`src/rtl/key_debouncer_pkg.sv`:
```
// Shared definitions for the push-button debouncer: state encoding and board-rate defaults.
package key_debouncer_pkg;

  localparam int DEBOUNCE_20MS = 1000000;
  localparam int HOLD_1S       = 50000000;

  typedef enum logic [1:0] {
    ST_RELEASED     = 2'b00,
    ST_PRESS_WAIT   = 2'b01,
    ST_PRESSED      = 2'b10,
    ST_RELEASE_WAIT = 2'b11
  } state_t;

endpackage

```
`src/rtl/sync_2ff.sv`:
```
// Two-flop synchronizer for a single asynchronous bit, with a selectable reset value.
module sync_2ff #(
  parameter logic RST_VAL = 1'b0
) (
  input  logic i_clk,
  input  logic i_rstN,
  input  logic i_d,
  output logic o_q
);

  logic r_meta;
  logic r_sync;

  always_ff @(posedge i_clk) begin
    if (!i_rstN) begin
      r_meta <= RST_VAL;
      r_sync <= RST_VAL;
    end else begin
      r_meta <= i_d;
      r_sync <= r_meta;
    end
  end

  assign o_q = r_sync;

endmodule

```
`src/rtl/key_debouncer.sv`:
```
// Push-button debouncer with registered level and press/release strobes.
// Define KEY_DEBOUNCER_LONGPRESS_EN to add the long_press output and its hold counter.
module key_debouncer
  import key_debouncer_pkg::*;
#(
  parameter int STABLE_COUNT = DEBOUNCE_20MS
`ifdef KEY_DEBOUNCER_LONGPRESS_EN
  ,
  parameter int LONG_COUNT   = HOLD_1S
`endif
) (
  input  logic CLK,
  input  logic CLR,
  input  logic key_n,
  output logic level,
  output logic press_pulse,
  output logic release_pulse
`ifdef KEY_DEBOUNCER_LONGPRESS_EN
  ,
  output logic long_press
`endif
);

  localparam int CNT_W = $clog2(STABLE_COUNT);
  localparam logic [CNT_W-1:0] CNT_LAST = CNT_W'(STABLE_COUNT - 1);

  logic           w_keyS;
  state_t         r_state;
  state_t         w_stateNext;
  logic [CNT_W-1:0] r_cnt;
  logic [CNT_W-1:0] w_cntNext;
  logic           r_level;
  logic           r_press;
  logic           r_release;
  logic           w_levelNext;

  // Resets to released so a key held through reset is seen as a fresh press.
  sync_2ff #(
    .RST_VAL(1'b1)
  ) u_sync (
    .i_clk (CLK),
    .i_rstN(CLR),
    .i_d   (key_n),
    .o_q   (w_keyS)
  );

  always_comb begin
    w_stateNext = r_state;
    w_cntNext   = r_cnt;
    case (r_state)
      ST_RELEASED: begin
        if (!w_keyS) begin
          w_stateNext = ST_PRESS_WAIT;
          w_cntNext   = '0;
        end
      end
      ST_PRESS_WAIT: begin
        if (w_keyS)                w_stateNext = ST_RELEASED;
        else if (r_cnt == CNT_LAST) w_stateNext = ST_PRESSED;
        else                       w_cntNext   = r_cnt + 1'b1;
      end
      ST_PRESSED: begin
        if (w_keyS) begin
          w_stateNext = ST_RELEASE_WAIT;
          w_cntNext   = '0;
        end
      end
      ST_RELEASE_WAIT: begin
        if (!w_keyS)               w_stateNext = ST_PRESSED;
        else if (r_cnt == CNT_LAST) w_stateNext = ST_RELEASED;
        else                       w_cntNext   = r_cnt + 1'b1;
      end
      default: begin
        w_stateNext = ST_RELEASED;
        w_cntNext   = '0;
      end
    endcase
  end

  assign w_levelNext = (w_stateNext == ST_PRESSED) || (w_stateNext == ST_RELEASE_WAIT);

  // Strobes are derived from the level edge so they line up with the level change.
  always_ff @(posedge CLK) begin
    if (!CLR) begin
      r_state   <= ST_RELEASED;
      r_cnt     <= '0;
      r_level   <= 1'b0;
      r_press   <= 1'b0;
      r_release <= 1'b0;
    end else begin
      r_state   <= w_stateNext;
      r_cnt     <= w_cntNext;
      r_level   <= w_levelNext;
      r_press   <= w_levelNext & ~r_level;
      r_release <= ~w_levelNext & r_level;
    end
  end

  assign level         = r_level;
  assign press_pulse   = r_press;
  assign release_pulse = r_release;

`ifdef KEY_DEBOUNCER_LONGPRESS_EN
  localparam int HOLD_W = $clog2(LONG_COUNT + 1);
  localparam logic [HOLD_W-1:0] HOLD_MAX = HOLD_W'(LONG_COUNT);

  logic [HOLD_W-1:0] r_hold;
  logic [HOLD_W-1:0] w_holdNext;
  logic              r_longPress;

  always_comb begin
    w_holdNext = r_hold;
    if ((w_stateNext == ST_PRESSED) && (r_state != ST_PRESSED))
      w_holdNext = '0;
    else if (((r_state == ST_PRESSED) || (r_state == ST_RELEASE_WAIT)) && (r_hold != HOLD_MAX))
      w_holdNext = r_hold + 1'b1;
  end

  always_ff @(posedge CLK) begin
    if (!CLR) begin
      r_hold      <= '0;
      r_longPress <= 1'b0;
    end else begin
      r_hold      <= w_holdNext;
      r_longPress <= (w_holdNext == HOLD_MAX) && w_levelNext;
    end
  end

  assign long_press = r_longPress;
`endif

endmodule
```
`config.mk`:
```
export PLATFORM = sky130hd
export DESIGN_NAME = key_debouncer
export DESIGN_NICKNAME = d
export VERILOG_FILES = /design/src/rtl/key_debouncer_pkg.sv /design/src/rtl/sync_2ff.sv /design/src/rtl/key_debouncer.sv
export SDC_FILE = /design/constraint.sdc
export NUM_CORES = 1
export LEC_CHECK = 0
export ABC_AREA = 1
export CORE_ASPECT_RATIO = 1.25
export CORE_MARGIN = 2
export CORE_UTILIZATION = 25
export DETAILED_ROUTE_END_ITERATION = 8
export GPL_ROUTABILITY_DRIVEN = 1
export HOLD_SLACK_MARGIN = 0.1
export PLACE_DENSITY = 0.46
export SYNTH_ARGS = -nofsm -noshare
export SYNTH_HDL_FRONTEND = slang
export SYNTH_HIERARCHICAL = 1
export SYNTH_SLANG_ARGS = --single-unit
```
`constraint.sdc`:
```
create_clock -name CLK -period 1.5 [get_ports CLK]
set_clock_uncertainty 0.1 [all_clocks]
set_input_delay 0.3 -clock CLK [delete_from_list [all_inputs] [get_ports CLK]]
set_output_delay 0.3 -clock CLK [all_outputs]
set_load 0.005 [all_outputs]
```
* After elaboration in Yosys (flattened, before gate mapping)
Index checks and enable logic that the tools add are counted. Widths: inputs -> output; s select.
Storage, ports and cells: flip-flop bits (word level) 27, bits in latches 0, bits in writable memories 0, ROM bits 0, bits of input ports 3, output and inout port bits 3, logic and storage cells 38, memories 0
Cells by class: add/subtract/negate cells 1, multipliers 0, div/mod/pow operators 0, magnitude comparators 0, equal/unequal tests 10, shift operators 0, muxes and demuxes 13, bitwise gates (word level) 4, reductions and logical operators 3
Operators with widths (count):
- $mux 20 | 5
- $pmux 20 s4 | 1
- $add 20x1->20 const B | 1
- $eq 20x20->1 const B | 1
- $mux 2 | 6
- $eq 2x2->1 const B | 4
- $pmux 2 s4 | 1
- $ne 2x1->1 const B | 2
- $ne 2x2->1 const B | 2
- $reduce_and 4->1 | 1
- $and 1x1->1 | 2
- $eq 2x1->1 const B | 1
- $logic_not 2->1 | 1
- $not 1->1 | 2
- $logic_or 1x1->1 | 1

* Depth between registers and ports, before layout
Gate-level depths: netlist (run 1).
depth in word-level cells 8, mapped depth 11, gate-level depth less buffers 10

* By module
Netlist (run 1), hierarchy kept.
By module, submodules not included:
- key_debouncer | instances 1, cells an instance 220, area an instance 1388.8 µm², sequential area each 480.5 µm²
- sync_2ff | instances 1, cells an instance 6, area an instance 55.1 µm², sequential area each 40.0 µm²

* Least setup slack after synthesis (run 1)
OpenSTA, ideal clock, no wires.
path type register to register, start point register r_cnt[0], end point register r_cnt[7], setup time 0.120 ns, arrival 1.367 ns, data required time 1.280 ns, path slack -0.087 ns, cell stages (with the launch flop) 10, buffers on the path 1, period minus slack after synthesis 1.587 ns, cell sequence dfxtp_1 ha_1 nand3_2 nor2_2 nand3_4 nand2_4 buf_4 nor2_1 a21oi_1 nor2_1
On the way: word-level cells in the longest chain between the ends 4, elaborated cells on any way between the ends 6, classes of those cells add/sub: 1; eq/ne: 1; mux: 4
RTL lines:
- start, declared | RTL line key_debouncer.sv:30 | logic [CNT_W-1:0] r_cnt;
- start signal, assigned | RTL line key_debouncer.sv:92 | r_cnt <= w_cntNext;
- $add 20x1->20 or $eq 20x20->1 (tied branches)
- $mux 20 (*) | RTL line key_debouncer.sv:59, key_debouncer.sv:70
- $mux 20, on equally long branches | RTL line key_debouncer.sv:69, key_debouncer.sv:58
- $pmux 20 s4 (*) | RTL line key_debouncer.sv:50 | case (r_state)
Mark *: on every way between the ends. The rest lies on a longest branch, timed or not. The select of a mux whose other input is x is not followed. A chain may end at the register's enable or synchronous reset.

* Final worst setup path (run 1)
start point register r_cnt[0], end point register r_cnt[0]
Same word-level chain as after synthesis.

==> flow_metrics.tcl, run 1 <==
set metrics [dict create \
    crit_fanout 5 \
    worstPathRequired_ns 1.61 \
    placed_area_mm2 0.00180 \
    cts_made_buffers 3 \
    violations "negative setup slack" \
    synth_cell_types 24 \
    yosysMostFrequentCell "nand2_1" \
    p_per_area_mw_per_mm2 667 \
    rows 30 \
    p_leak_nw 0.809 \
    ant_nets 0 \
    post_drt_wl_per_cell_um 12.0 \
    placement.io_buffers 5 \
    slew_headroom_pct 85.2 \
    netlist_top_cells_count "nand2_1, nor2_1, inv_1" \
    grt_max_degree 16 \
    track_usage_pct 13.6 \
    syn_area_mm2 0.00144 \
    wirelength_um 3970 \
    startpoint "r_cnt[0]" \
    syn_to_final_growth_pct 42.9 \
    die_h_um 89.0 \
    hold_ws_ns 0.317 \
    final_cell_count_no_fill 331 \
    synth.avg_cell_area_um2 6.39 \
    setup_tns_ns -0.0951 \
    yosysWarnings 6 \
    clock.fmax_mhz 654 \
    antenna_found_initial 0 \
    drt-vias-per-instance 4.40 \
    grt_pass1_wl_um 6640 \
    insertedDiodeCount 0 \
    cp-start-kind "register" \
    finalMaxSlewViolations 0 \
    finalCritPeriodShare_pct 102 \
    finalPower_mw 1.38 \
    initial_core_util_pct 26.2 \
    worst-setup-path-type "register to register" \
    cts_hold_buf 0 \
    status "finished with violations" \
    critPathCaptureType "register" \
    drtIter0Drc 72 \
    setup_violations 6 \
    dp_slack_ns -0.109 \
    synth_area_leaders "dfxtp_1, nand2_1, nor2_1" \
    hold_class "register to register" \
    worstSkewPairLatency_ns 0.28 \
    dp_hpwl_um 2850 \
    post-synth-top-area-cell "dfxtp_1" \
    ys_ff_latch 26 \
    utilization_pct 37.4 \
    max-vdd-ir-drop_mv 0.345 \
    layout_min_cycle_time_ns 1.53 \
    finalHoldViolCount 0 \
    cts_tree "yes" \
    yosysSeqAreaShare_pct 36.0 \
    htreeDepth 1 \
    fin_ws_ns -0.0297 \
    drc_errors 0 \
    drv_cap 0 \
    num_vias 1457 \
    synth_edf_count 0 \
    overflow 0 \
    die_area_mm2 0.00640 \
    arrival_ns 1.64 \
    synth_fp_nets 230 \
    ioPinCount 6 \
    finalWeightedCongestion 0.765 \
    die_w_um 72.0 \
    dp_cells 323 \
    min_from "u_sync/r_meta" \
    clockBufferDepth 2 \
    drive_gt1_share_pct 31.1 \
    synth_cells 226 \
    async_flop_share_pct 0 \
    r2r-start "r_cnt[0]" \
    core_area_mm2 0.00552 \
    clk_pin_slew_worst_paths_ns 0.10 \
    rsz0062_at_grt "yes" \
    dr.pass1.iters 4 \
    design_area_mm2 0.00206 \
    fin_nets 272 \
    synth.top_cell.area_share_pct 36.0 \
    grt_pass1_vias 1377 \
    ys.flop_type "dfxtp_1" \
    tightest_slew_ns 0.222 \
    cts-root-buf "clkbuf_8" \
    cts_sinks 26 \
]
-- placed cells by master (no fill, tap or decap), types with 5 or more instances in the layout --
| cell type | synthesis | routed |
|---|---|---|
| inv_1 | 28 | 27 |
| nand2_1 | 61 | 58 |
| nand3_2 | 2 | 5 |
| a21oi_1 | 8 | 7 |
| nor2_1 | 48 | 39 |
| nor2_2 | 3 | 8 |
| nand4_1 | 6 | 6 |
| dfxtp_1 | 26 | 16 |
| nand3_1 | 16 | 10 |
| o21bai_1 | 5 | 5 |
| dfxtp_2 | 0 | 7 |
| buf_4 | 1 | 34 |
-- worst max-delay path, cell delays in order (launching register included) --
cell	delay, ns
dfxtp_4	0.39
ha_4	0.15
nand3_4	0.08
nor2_4	0.11
nand3_4	0.17
nand3_2	0.13
nand2_4	0.08
buf_4	0.15
a21oi_1	0.11
-- logic make-up (layout without fill, tap and decap cells) --
kind of cell | Yosys count | count (layout) | share of synthesized area (%)
AOI/OAI and AO/OA | 16 | 16 | 6.41
xor gates and xnor gates | 3 | 3 | 1.82
adders and majority gates | 1 | 1 | 0.866
buffers and inverters | 34 | 74 | 10.3
DFF | 26 | 26 | 36.0
and+or+nand+nor | 146 | 147 | 44.5
-- cell type report --
class	count	area (um2)
fillers	598	3450
multi-input cells	167	932
flip-flops and latches	26	541
repair buffers	40	317
inverters	29	114
well taps	64	80.1
clock buffers	3	41.3
clock inverters	1	30.0
repair inverters	1	8.76
-- routing by layer --
layer	vias to the layer above	track usage [%]	share of wire (%)
li1	787	-	-
met1	655	16.1	43
met2	11	25.8	53
met3	4	1.80	2.2
met4	0	3.60	1.0
met5	-	0	0
-- path summary, 6_finish.rpt --
check	endpoint	slack [ns]	cells after the start
max reg2reg	r_cnt[0]	-0.03	8
min reg2reg	u_sync/o_q	0.32	2
min	u_sync/o_q	0.32	2
max	r_cnt[0]	-0.03	8
-- where the power goes --
group / internal [mW] / total (mW) / switching, mW / leakage [nW]
combinational: 0.0300 / 0.0816 / 0.0516 / 0.558
clock: 0.358 / 0.601 / 0.244 / 0.0357
sequential: 0.690 / 0.693 / 0.00372 / 0.216
total: 1.08 / 1.38 / 0.299 / 0.809
-- flip-flops by register name (all words and copies together) (netlist names) --
| name | cells |
|---|---|
| level | 1 |
| press_pulse | 1 |
| r_cnt | 20 |
| r_state | 1 |
| release_pulse | 1 |
| u_sync/o_q | 1 |
| u_sync/r_meta | 1 |
-- repair_timing --
item / CTS / global route
pin swaps: 5 / 8
gates resized for setup: 30 / 19
gates cloned: 2 / 0
setup buffers: 2 / 0
setup endpoints to repair: 24 / 22
Power figures use the tool's default switching activity.
==> run 2: changes to the inputs <==
--- a/config.mk
+++ b/config.mk
@@ -7,12 +7,12 @@
 export LEC_CHECK = 0
 export ABC_AREA = 1
 export CORE_ASPECT_RATIO = 1.25
-export CORE_MARGIN = 2
 export CORE_UTILIZATION = 25
 export DETAILED_ROUTE_END_ITERATION = 8
 export GPL_ROUTABILITY_DRIVEN = 1
 export HOLD_SLACK_MARGIN = 0.1
 export PLACE_DENSITY = 0.46
+export SLEW_MARGIN = 20
 export SYNTH_ARGS = -nofsm -noshare
 export SYNTH_HDL_FRONTEND = slang
 export SYNTH_HIERARCHICAL = 1
==> run 2 against run 1 <==
Net effect: the flow now finishes without violations; combinational power decreased by 1%; die area fell by 5.0%; sequential cell count unchanged; global-route usage fell by 0.50 points; first-iteration DRC count fell by 33%; critical path type unchanged; critical path depth rose by 1; critical endpoint is now r_cnt[9]; clock-buffer cell count unchanged; wire length down 5.6%; non-clock buffer count decreased by 1; design area decreased by 1.8%; utilization is 0.43 points lower.
==> flow_metrics.tcl, run 2 (synthesized netlist as in run 1, its figures left out) <==
set metrics [dict create \
    design_area_mm2 0.00203 \
    p_per_area_mw_per_mm2 679 \
    overflow 0 \
    initial_core_util_pct 26.3 \
    rrSetupSlack_ns 0.01 \
    worst-setup-path-type "register to register" \
    num_vias 1470 \
    drive_gt1_share_pct 29.4 \
    fin_nets 270 \
    top_register "r_cnt" \
    dr.pass1.iters 4 \
    setup_tns_ns 0 \
    drt-vias-per-instance 4.47 \
    placed_area_mm2 0.00179 \
    final_cell_mix "nand2_1, nor2_1, buf_4" \
    cpPeakStageDelay_ns 0.38 \
    cts_tree "yes" \
    crit_family "simple AND/OR/NAND/NOR gates" \
    cts-root-buf "clkbuf_8" \
    htreeDepth 1 \
    die_area_mm2 0.00609 \
    status "finished clean" \
    slew_headroom_pct 82.9 \
    multi_input_area_um2 905 \
    ioPinCount 6 \
    r2r_cells 9 \
    finalCritPeriodShare_pct 99.1 \
    dp_hpwl_um 2780 \
    cts_made_buffers 3 \
    track_usage_pct 13.1 \
    worstSkewPairLatency_ns 0.28 \
    min_from "u_sync/r_meta" \
    r2r-end "r_cnt[9]" \
    hold_class "register to register" \
    drtIter0Drc 48 \
    rows 30 \
    setup_violations 0 \
    cts_sinks 26 \
    insertedDiodeCount 0 \
    drc_errors 0 \
    tightest_slew_ns 0.256 \
    die_w_um 70.0 \
    finalWeightedCongestion 0.798 \
    cp-start-kind "register" \
    clock.fmax_mhz 673 \
    critPathCaptureType "register" \
    grt_max_degree 24 \
    cp_cell_sequence "buf_4 -> nand2_2 -> nor2_4 -> nand3b_1 -> buf_4 -> nor2_1 -> nand2_1 -> nand2_1 -> nor2_1" \
    worstPathRequired_ns 1.59 \
    ant_nets 0 \
    post_drt_wl_per_cell_um 11.4 \
    fillerInstances 600 \
    p_leak_nw 0.814 \
    largest_reg_flops 20 \
    finalHoldViolCount 0 \
    arrival_ns 1.58 \
    cts_hold_buf 0 \
    final_common_cell "nand2_1" \
    grt_pass1_vias 1428 \
    seq_area_um2 531 \
    syn_to_final_growth_pct 40.3 \
    die_h_um 87.0 \
    antenna_found_initial 0 \
    whs_endpoint "u_sync/o_q" \
    hold_ws_ns 0.309 \
    r2r-start "r_cnt[0]" \
    core_area_mm2 0.00548 \
    rsz0062_at_grt "yes" \
    layout_min_cycle_time_ns 1.49 \
    finalMaxSlewViolations 0 \
    placement.io_buffers 5 \
    max-vdd-ir-drop_mv 0.361 \
    cp_num_buf_inv 2 \
    grt_pass1_wl_um 6270 \
    whs_path_depth 2 \
    wirelength_um 3740 \
    clockBufferDepth 2 \
    clk_pin_slew_worst_paths_ns 0.10 \
    drv_cap 0 \
    crit_path_top_delay_cell "dfxtp_4" \
    crit_fanout 4 \
]
==> run 2: timing repair <==
| item | CTS | global route |
|---|---|---|
| endpoints found under the setup margin | 23 | 22 |
| gates resized for setup | 22 | 24 |
| pin swaps | 2 | 5 |
| gates cloned | 1 | 0 |
| hold endpoints to repair | 0 | 0 |
| setup buffers | 1 | 1 |
==> run 2: tightest hold or removal path, stage by stage (launching register included) <==
cell and delay, ns:
dfxtp_1 0.32, inv_1 0.03, nand2_1 0.04
==> run 2: worst max path at each step <==
stage                        start   endpoint  slack [ns]  cells past startpoint
after floorplan           r_cnt[1]  r_cnt[18]       -0.01                      9
after global placement    r_cnt[4]  r_cnt[14]       -0.11                      8
after detailed placement  r_cnt[4]  r_cnt[19]       -0.10                      9
after CTS                 r_cnt[0]   r_cnt[0]      -0.006                      8
after global routing      r_cnt[0]  r_cnt[14]       -0.11                      9
final                     r_cnt[0]   r_cnt[9]        0.01                      9
==> run 2: cell type report <==
type | instances | area share (%)
clock buffer | 3 | 2.04
clock inverter | 1 | 1.48
inverter | 29 | 5.62
multi-input combinational | 166 | 44.7
sequential | 26 | 26.2
tap | 64 | 3.95
timing repair buffer | 39 | 15.6
timing repair inverter | 1 | 0.432
==> run 2: report_power, final <==
group	internal, mW	switching, mW
Sequential	0.693	0.00307
Combinational	0.0313	0.0491
Clock	0.358	0.241
==> run 2: layer usage <==
metal  vias to the layer above  wire, um  track usage, %
li1                        783         -               -
met1                       660      1600            14.2
met2                        18      1950            24.8
met3                         9        98            2.43
met4                         0        94            5.45
met5                         -         0               0
==> run 2: metrics by stage <==
stage               power, mW  utilization [%]  setup WS (ns)  cells
floorplan               0.754                -       -0.00989    226
CTS                      1.40             35.6       -0.00644    328
global placement        0.780             32.7         -0.108    322
detailed placement      0.780             32.7         -0.103    322
finish                   1.38             37.0         0.0132    329
global route             1.43             37.0         -0.108    329
==> run 3: changes to the inputs <==
--- a/config.mk
+++ b/config.mk
@@ -8,6 +8,7 @@
 export ABC_AREA = 1
 export CORE_ASPECT_RATIO = 1.25
 export CORE_UTILIZATION = 25
+export CTS_CLUSTER_DIAMETER = 200
 export DETAILED_ROUTE_END_ITERATION = 8
 export GPL_ROUTABILITY_DRIVEN = 1
 export HOLD_SLACK_MARGIN = 0.1
==> results of run 3 <==
Final layout, timing and power as in run 2 (identical DEF).
